--- src/rtl/puf_soc_sipo_arb_if.sv ---
// Signal bundle between the two serial requesters, the arbiter and the shared
// SIPO deserializer; the arbiter uses the slave view, the environment the master view.
interface puf_soc_sipo_arb_if #(
    parameter int LEN_W = 16
);
    logic [1:0]       i_req;
    logic [LEN_W-1:0] i_len0;
    logic [LEN_W-1:0] i_len1;
    logic [1:0]       i_bit;
    logic [1:0]       i_bit_valid;
    logic [1:0]       o_bit_ready;
    logic [1:0]       o_grant;
    logic [1:0]       o_done;
    logic             o_partial;
    logic             o_busy;
    logic             o_sipo_valid;
    logic             o_sipo_data;
    logic             i_sipo_ready;

    modport master (
        output i_req, i_len0, i_len1, i_bit, i_bit_valid, i_sipo_ready,
        input  o_bit_ready, o_grant, o_done, o_partial, o_busy, o_sipo_valid, o_sipo_data
    );

    modport slave (
        input  i_req, i_len0, i_len1, i_bit, i_bit_valid, i_sipo_ready,
        output o_bit_ready, o_grant, o_done, o_partial, o_busy, o_sipo_valid, o_sipo_data
    );
endinterface

--- src/rtl/puf_soc_sipo_arb.sv ---
// Round-robin arbiter/sequencer sharing one SIPO deserializer between two serial requesters.
// Optional PUF_SOC_SIPO_ARB_PAD_EN: zero-pad short packets up to a whole N_BIT word.
module puf_soc_sipo_arb #(
    parameter int N_BIT = 32,
    parameter int LEN_W = 16
) (
    input  logic              clk,
    input  logic              rst_n,
    puf_soc_sipo_arb_if.slave bus
);
    localparam int WP_W = $clog2(N_BIT);

    typedef enum logic [2:0] {
        S_IDLE,
        S_GRANT,
        S_STREAM,
`ifdef PUF_SOC_SIPO_ARB_PAD_EN
        S_PAD,
`endif
        S_DONE
    } state_t;

    // Where a packet goes once its data is over and the word is not yet full.
`ifdef PUF_SOC_SIPO_ARB_PAD_EN
    localparam state_t S_TAIL = S_PAD;
`else
    localparam state_t S_TAIL = S_DONE;
`endif

    state_t            state_reg, state_next;
    logic              gsel_reg, gsel_next;
    logic              ptr_reg, ptr_next;
    logic [LEN_W-1:0]  len_reg, len_next;
    logic [LEN_W-1:0]  bit_cnt_reg, bit_cnt_next;
    logic [WP_W-1:0]   word_pos_reg, word_pos_next;
    logic [LEN_W-1:0]  len_sel;
    logic [1:0]        bit_ready;
    logic [1:0]        done;
    logic              partial;
    logic              sipo_valid;
    logic              sipo_data;

    assign len_sel = gsel_reg ? bus.i_len1 : bus.i_len0;

    // ptr_reg holds the last requester served; resetting it to 1 makes requester 0 win first.
    always_ff @(posedge clk or negedge rst_n) begin
        if (!rst_n) begin
            state_reg    <= S_IDLE;
            gsel_reg     <= 1'b0;
            ptr_reg      <= 1'b1;
            len_reg      <= '0;
            bit_cnt_reg  <= '0;
            word_pos_reg <= '0;
        end else begin
            state_reg    <= state_next;
            gsel_reg     <= gsel_next;
            ptr_reg      <= ptr_next;
            len_reg      <= len_next;
            bit_cnt_reg  <= bit_cnt_next;
            word_pos_reg <= word_pos_next;
        end
    end

    always_comb begin
        state_next    = state_reg;
        gsel_next     = gsel_reg;
        ptr_next      = ptr_reg;
        len_next      = len_reg;
        bit_cnt_next  = bit_cnt_reg;
        word_pos_next = word_pos_reg;
        bit_ready     = 2'b00;
        done          = 2'b00;
        partial       = 1'b0;
        sipo_valid    = 1'b0;
        sipo_data     = 1'b0;
        unique case (state_reg)
            S_IDLE: begin
                if (bus.i_req != 2'b00) begin
                    gsel_next  = (bus.i_req == 2'b11) ? ~ptr_reg : bus.i_req[1];
                    state_next = S_GRANT;
                end
            end
            S_GRANT: begin
                len_next      = len_sel;
                bit_cnt_next  = '0;
                word_pos_next = '0;
                state_next    = (len_sel == '0) ? S_DONE : S_STREAM;
            end
            S_STREAM: begin
                if (!bus.i_req[gsel_reg]) begin
                    state_next = (word_pos_reg != '0) ? S_TAIL : S_DONE;
                end else begin
                    sipo_valid          = bus.i_bit_valid[gsel_reg];
                    sipo_data           = bus.i_bit[gsel_reg];
                    bit_ready[gsel_reg] = bus.i_sipo_ready;
                    if (sipo_valid && bus.i_sipo_ready) begin
                        bit_cnt_next  = bit_cnt_reg + 1'b1;
                        word_pos_next = word_pos_reg + 1'b1;
                        // Compare the incremented count so len = 2^LEN_W-1 never wraps.
                        if (bit_cnt_next == len_reg) begin
                            state_next = (word_pos_next != '0) ? S_TAIL : S_DONE;
                        end
                    end
                end
            end
`ifdef PUF_SOC_SIPO_ARB_PAD_EN
            S_PAD: begin
                sipo_valid = 1'b1;
                sipo_data  = 1'b0;
                if (bus.i_sipo_ready) begin
                    word_pos_next = word_pos_reg + 1'b1;
                    if (word_pos_next == '0) begin
                        state_next = S_DONE;
                    end
                end
            end
`endif
            S_DONE: begin
                done[gsel_reg] = 1'b1;
`ifndef PUF_SOC_SIPO_ARB_PAD_EN
                partial        = (word_pos_reg != '0);
`endif
                ptr_next       = gsel_reg;
                state_next     = S_IDLE;
            end
            default: begin
                state_next = S_IDLE;
            end
        endcase
    end

    assign bus.o_bit_ready  = bit_ready;
    assign bus.o_done       = done;
    assign bus.o_partial    = partial;
    assign bus.o_sipo_valid = sipo_valid;
    assign bus.o_sipo_data  = sipo_data;
    assign bus.o_busy       = (state_reg != S_IDLE);
    assign bus.o_grant      = (state_reg == S_IDLE) ? 2'b00 : (gsel_reg ? 2'b10 : 2'b01);
endmodule

--- src/flat_wrapper.sv ---
// flat-port wrapper written by rule: the top's interface ports become plain ports
module puf_soc_sipo_arb_flat 
#(
    parameter int N_BIT = 32,
    parameter int LEN_W = 16
)
  (clk, rst_n, bus_i_req, bus_i_len0, bus_i_len1, bus_i_bit, bus_i_bit_valid, bus_i_sipo_ready, bus_o_bit_ready, bus_o_grant, bus_o_done, bus_o_partial, bus_o_busy, bus_o_sipo_valid, bus_o_sipo_data);
  puf_soc_sipo_arb_if #(.LEN_W(LEN_W)) bus_i ();
  input  logic clk;
  input  logic rst_n;
  input wire logic [$bits(bus_i.i_req)-1:0] bus_i_req;
  input wire logic [$bits(bus_i.i_len0)-1:0] bus_i_len0;
  input wire logic [$bits(bus_i.i_len1)-1:0] bus_i_len1;
  input wire logic [$bits(bus_i.i_bit)-1:0] bus_i_bit;
  input wire logic [$bits(bus_i.i_bit_valid)-1:0] bus_i_bit_valid;
  input wire logic [$bits(bus_i.i_sipo_ready)-1:0] bus_i_sipo_ready;
  output wire logic [$bits(bus_i.o_bit_ready)-1:0] bus_o_bit_ready;
  output wire logic [$bits(bus_i.o_grant)-1:0] bus_o_grant;
  output wire logic [$bits(bus_i.o_done)-1:0] bus_o_done;
  output wire logic [$bits(bus_i.o_partial)-1:0] bus_o_partial;
  output wire logic [$bits(bus_i.o_busy)-1:0] bus_o_busy;
  output wire logic [$bits(bus_i.o_sipo_valid)-1:0] bus_o_sipo_valid;
  output wire logic [$bits(bus_i.o_sipo_data)-1:0] bus_o_sipo_data;
  assign bus_i.i_req = bus_i_req;
  assign bus_i.i_len0 = bus_i_len0;
  assign bus_i.i_len1 = bus_i_len1;
  assign bus_i.i_bit = bus_i_bit;
  assign bus_i.i_bit_valid = bus_i_bit_valid;
  assign bus_i.i_sipo_ready = bus_i_sipo_ready;
  assign bus_o_bit_ready = bus_i.o_bit_ready;
  assign bus_o_grant = bus_i.o_grant;
  assign bus_o_done = bus_i.o_done;
  assign bus_o_partial = bus_i.o_partial;
  assign bus_o_busy = bus_i.o_busy;
  assign bus_o_sipo_valid = bus_i.o_sipo_valid;
  assign bus_o_sipo_data = bus_i.o_sipo_data;
  puf_soc_sipo_arb #(.N_BIT(N_BIT), .LEN_W(LEN_W)) u_core (.clk(clk), .rst_n(rst_n), .bus(bus_i));
endmodule
--- config.mk ---
export PLATFORM = sky130hd
export DESIGN_NAME = puf_soc_sipo_arb_flat
export DESIGN_NICKNAME = d
export VERILOG_FILES = /design/src/rtl/puf_soc_sipo_arb_if.sv /design/src/rtl/puf_soc_sipo_arb.sv /design/src/flat_wrapper.sv
export SDC_FILE = /design/constraint.sdc
export NUM_CORES = 1
export LEC_CHECK = 0
export CORE_MARGIN = 1.5
export CORE_UTILIZATION = 57
export DETAILED_ROUTE_END_ITERATION = 6
export PLACE_DENSITY = 0.87
export SETUP_SLACK_MARGIN = 0.2
export SYNTH_ARGS = -nofsm -noshare
export SYNTH_HDL_FRONTEND = slang
export SYNTH_SLANG_ARGS = --single-unit
--- constraint.sdc ---
create_clock -name clk -period 8.1 [get_ports clk]
set_clock_uncertainty 0.2 [all_clocks]
set_input_delay 1.62 -clock clk [delete_from_list [all_inputs] [get_ports clk]]
set_output_delay 1.62 -clock clk [all_outputs]
set_load 0.005 [all_outputs]
==> summary.txt, run 1 <==
status = finished clean
gr ovfl total = 0
Cells after DPL = 407
chip height = 72.3 um
Starting Density = 0.587
Yosys cell types = 49
Final min period = 4.91 ns
reg2reg setup slack = 5.16 ns
max_cap viols = 0
Crit. End Element = primary output
period utilisation layout = 0.606
io pins = 51
Reg clk slew, reported paths = 0.08 ns
die area = 5220 sq um
unrepaired setup endpoints after global routing = false
clk_lat worst skew = 0.30 ns
Final Hold Slack = 0.328 ns
Synth area leader = dfrtp_1
worst endpoint data arrival time = 3.09 ns
register area = 1030 sq um
Resize count post-CTS = 0
worst hold start = u_core.bit_cnt_reg[15]$_DFFE_PN0P_
Setup TNS = 0 ns
fillers = 345
All-Layer GR Usage = 0.263
number of enable flip-flop cells after synthesis = 0
clk buf depth = 2
Commonest cells post-synth = nor2_1, dfrtp_1, o21ai_0, nand2_1, a21oi_1
Finished Layout Cells = 415
Syn Nets = 366
peak supply drop = 269 uV
CTS tree = built
Iter 0 DRT Violations = 207
routed wire length = 6.30 mm
Total Power = 922 uW
worst slew pin tran = 1.01 ns
Synth Flop Type = dfrtp_1
Yosys Warn Count = 0
core footprint = 4660 sq um
Pre-antenna DRT Iters = 4
Residual DRC = 0
first-pass GRT wire length = 10.8 mm
antenna viol nets, final = 0
largest net degree at the start of global routing = 42
final hold violation count = 0
clock root cell = clkbuf_8
CP Class = primary input to primary output
Clock Sinks = 41
routed len/inst = 15.2 um
Via Count = 2477
Max transition margin = 0.327
Slew Viols, Final = 0
GP Congestion = 0.879
r2r startpoint = u_core.bit_cnt_reg[0]$_DFFE_PN0P_
Final #Nets = 408
post-synth design cell area = 2740 sq um
H-tree depth = 2
Final Instance Area = 3350 sq um
layout cells sized above 1 = 0.0665
crit path launch type = primary input
DP Area = 3240 sq um
Final setup viols = 0
FMAX = 204 MHz
synth top area cells = dfrtp_1, mux2i_1, o21ai_0, nor2_1, xnor2_1
worst setup path startpoint = bus_i_req[0]
count leader, synth = nor2_1
TritonCTS buffer count = 5
Leakage = 1.35 nW
Rows = 25
register area share after synthesis = 0.376
Setup Buffers After CTS = 0
Async S/R FF share, synth = 1.00
Post-CTS Hold Fix Bufs = 0
Antenna diodes = 0
footprint of the multi-input gates = 1600 sq um
vias in the first global route = 2302
Hold Crit Class = register to register
antenna violations before repair = 0
Detail Placement HPWL = 4.81 mm
CP Max Fanout = 5
power density over cell area = 275 nW/um^2
post-synth top area share = 0.366
Worst Path Required = 6.28 ns
post-synthesis sequential element count = 41
synthesized area per cell = 8.60 sq um
IO Port Bufs = 50
Syn Inst Count = 318
Via density = 5.97
die width = 72.3 um
area delta synth->final = 22.6%
## power by group
group / internal [mW] / leakage (nW) / switching, mW
clock: 0.0923 / 0.0543 / 0.0767
combinational: 0.196 / 0.789 / 0.237
sequential: 0.263 / 0.511 / 0.0574
total: 0.551 / 1.35 / 0.371
## stage by stage
step	worst slack, ns	utilization
3_3_place_gp	3.29	0.694
4_1_cts	3.21	0.719
2_1_floorplan	4.33	-
3_5_place_dp	3.21	0.694
6_report	3.19	0.719
5_1_grt	3.12	0.719
## routing by layer
| layer | GRT usage | up-vias | routed length (um) |
|---|---|---|---|
| li1 | - | 1221 | - |
| met1 | 0.361 | 1160 | 2830 |
| met2 | 0.424 | 85 | 3040 |
| met3 | 0.0431 | 11 | 318 |
| met4 | 0.0922 | 0 | 112 |
| met5 | 0 | - | 0 |
## worst paths after layout
check,to,depth (start not counted)
max in group asynchronous,u_core.len_reg[11]$_DFFE_PN0N_,1
setup reg to reg,u_core.state_reg[0]$_DFFE_PN0P_,8
hold / removal,u_core.bit_cnt_reg[15]$_DFFE_PN0P_,1
hold reg to reg,u_core.bit_cnt_reg[15]$_DFFE_PN0P_,1
min in group asynchronous,u_core.bit_cnt_reg[12]$_DFFE_PN0P_,1
setup / recovery,bus_o_sipo_data,5
## cell type report
class,instances,area share
Clock buffer,5,0.0205
Clock inverter,3,0.0138
Multi-Input combinational cell,250,0.477
Sequential cell,41,0.306
Tap cell,54,0.0202
Inverter,11,0.0123
Timing Repair Buffer,51,0.150
## cell usage in the layout, fill, tap and decap left out, types with 3 or more instances in the layout
cell type,netlist,final
o31ai_1,5,5
xnor2_1,15,15
o21ai_0,34,34
mux2i_1,18,18
a21oi_1,21,21
nand3_1,9,9
nor2b_1,6,6
nor2_1,41,41
nor3_1,6,6
a31oi_1,5,5
dfrtp_1,40,40
inv_1,11,11
xor2_1,5,5
and2_1,3,3
a21o_1,3,3
clkbuf_8,0,5
nor4_1,7,7
ha_1,7,7
nand2_1,28,28
clkdlybuf4s50_1,0,49
a22o_1,3,3
## kinds of logic (layout without fill, tap and decap cells)
logic type | Yosys count | after routing | share of synthesized area
flops | 41 | 41 | 0.376
fa+ha+maj | 7 | 7 | 0.0320
simple gates | 118 | 118 | 0.225
buf+inv | 27 | 70 | 0.0403
xor+xnor | 20 | 20 | 0.0640
mux | 20 | 20 | 0.0741
compound gates | 85 | 85 | 0.189
## critical path, stage by stage
cell,delay [ns]
clkdlybuf4s50_1,0.55
nor2b_1,0.19
a32oi_1,0.08
nor2_1,0.12
clkdlybuf4s50_1,0.52
(Power assumes the default switching activity.)
==> run 2, diff against run 1 <==
--- a/config.mk
+++ b/config.mk
@@ -6,9 +6,9 @@
 export NUM_CORES = 1
 export LEC_CHECK = 0
 export CORE_MARGIN = 1.5
-export CORE_UTILIZATION = 57
+export CORE_UTILIZATION = 48
 export DETAILED_ROUTE_END_ITERATION = 6
-export PLACE_DENSITY = 0.87
+export PLACE_DENSITY = 0.78
 export SETUP_SLACK_MARGIN = 0.2
 export SYNTH_ARGS = -nofsm -noshare
 export SYNTH_HDL_FRONTEND = slang
==> constraint.sdc (replaced) <==
create_clock -name clk -period 4.2 [get_ports clk]
set_clock_uncertainty 0.2 [all_clocks]
set_input_delay 0.84 -clock clk [delete_from_list [all_inputs] [get_ports clk]]
set_output_delay 0.84 -clock clk [all_outputs]
set_load 0.005 [all_outputs]
==> summary.txt, run 2 (synthesis results as in run 1) <==
sequential share of power = 0.339
Iter 0 DRT Violations = 308
H-tree depth = 2
Setup TNS = 0 ns
DP Area = 3270 sq um
internal power = 1.08 mW
All-Layer GR Usage = 0.224
antenna viol nets, final = 0
Starting Density = 0.497
Crit. End Element = primary output
Resize count post-CTS = 0
Finished Layout Cells = 435
unrepaired setup endpoints after global routing = false
worst endpoint data arrival time = 2.26 ns
fillers = 475
die area = 6160 sq um
IO Port Bufs = 50
final hold violation count = 0
Reg clk slew, reported paths = 0.08 ns
CP Max Fanout = 5
Leakage = 1.37 nW
Clock Sinks = 41
Worst Path Required = 3.16 ns
Detail Placement HPWL = 4.73 mm
Hold Crit Class = register to register
most frequent cells in the layout = clkdlybuf4s50_1, nor2_1, dfrtp_1, o21ai_0, nand2_1
clk buf depth = 2
switching share of power = 0.398
FMAX = 303 MHz
Via Count = 2464
Max transition margin = 0.391
GP Congestion = 0.889
clock root cell = clkbuf_8
TritonCTS buffer count = 5
routed wire length = 6.30 mm
status = finished clean
CTS tree = built
post-layout util = 0.616
CP Class = primary input to primary output
post-route setup slack = 0.902 ns
io pins = 51
vias in the first global route = 2322
Post-CTS Hold Fix Bufs = 0
Cells after DPL = 427
Rows = 27
Switch Pwr = 715 uW
Final #Nets = 410
core footprint = 5510 sq um
chip height = 78.5 um
Via density = 5.66
clk_lat worst skew = 0.30 ns
gr ovfl total = 0
max_cap viols = 0
Residual DRC = 0
layout cells sized above 1 = 0.0716
first-pass GRT wire length = 10.9 mm
combinational fraction of design power = 0.472
Final Hold Slack = 0.333 ns
Final Instance Area = 3390 sq um
area delta synth->final = 24.1%
Final setup viols = 0
Final min period = 3.30 ns
period utilisation layout = 0.785
Total Power = 1.80 mW
routed len/inst = 14.5 um
most common cell after layout, fill and taps aside = clkdlybuf4s50_1
largest net degree at the start of global routing = 42
Antenna diodes = 0
die width = 78.5 um
Slew Viols, Final = 0
peak supply drop = 548 uV
clock network power share = 0.190
worst slew pin tran = 0.914 ns
power density over cell area = 530 nW/um^2
Setup Buffers After CTS = 0
Place WS = 0.917 ns
Pre-antenna DRT Iters = 4
crit path launch type = primary input
antenna violations before repair = 0
[run 2: metal layers]
metal / track usage / up-vias / part of all wire / wire length, um
met5: 0 / - / 0 / 0
met4: 0.0536 / 0 / 0.0071 / 45
met3: 0.0430 / 4 / 0.057 / 359
met2: 0.366 / 85 / 0.47 / 2960
met1: 0.307 / 1152 / 0.47 / 2940
li1: - / 1223 / - / -
[run 2: path summary, 6_finish.rpt]
kind                            depth (start not counted)                              start  slack, ns                                 end
worst max register to register                          8  u_core.bit_cnt_reg[0]$_DFFE_PN0P_       1.19     u_core.state_reg[1]$_DFFE_PN0P_
min in group asynchronous                               1                              rst_n       0.47  u_core.bit_cnt_reg[15]$_DFFE_PN0P_
worst min register to register                          1         u_core.ptr_reg$_DFFE_PN1P_       0.33          u_core.ptr_reg$_DFFE_PN1P_
worst max-delay path                                    5                       bus_i_req[0]       0.90                     bus_o_sipo_data
max in group asynchronous                               1                              rst_n       2.76   u_core.bit_cnt_reg[5]$_DFFE_PN0P_
worst min-delay path                                    1         u_core.ptr_reg$_DFFE_PN1P_       0.33          u_core.ptr_reg$_DFFE_PN1P_
[run 2: power groups by stage]
stage | combinational, mW | clock (mW) | sequential, mW
after floorplan | 0.608 | 0 | 0.589
after global placement | 0.821 | 0 | 0.609
after detailed placement | 0.840 | 0 | 0.616
after CTS | 0.850 | 0.344 | 0.609
after global routing | 0.947 | 0.364 | 0.625
final | 0.848 | 0.341 | 0.609
[run 2: final cells by class]
type | instances | area, sq um | area share
Clock inverter | 2 | 37.5 | 0.0111
Multi-Input combinational cell | 250 | 1600 | 0.471
Timing Repair Buffer | 53 | 518 | 0.153
Clock buffer | 6 | 82.6 | 0.0243
Inverter | 11 | 41.3 | 0.0122
Sequential cell | 41 | 1030 | 0.303
Tap cell | 72 | 90.1 | 0.0265
[run 2: worst max-delay path, cell delays in order]
cell	delay [ns]
clkdlybuf4s50_1	0.54
nor2b_1	0.19
a32oi_1	0.07
nor2_1	0.11
clkdlybuf4s50_1	0.50
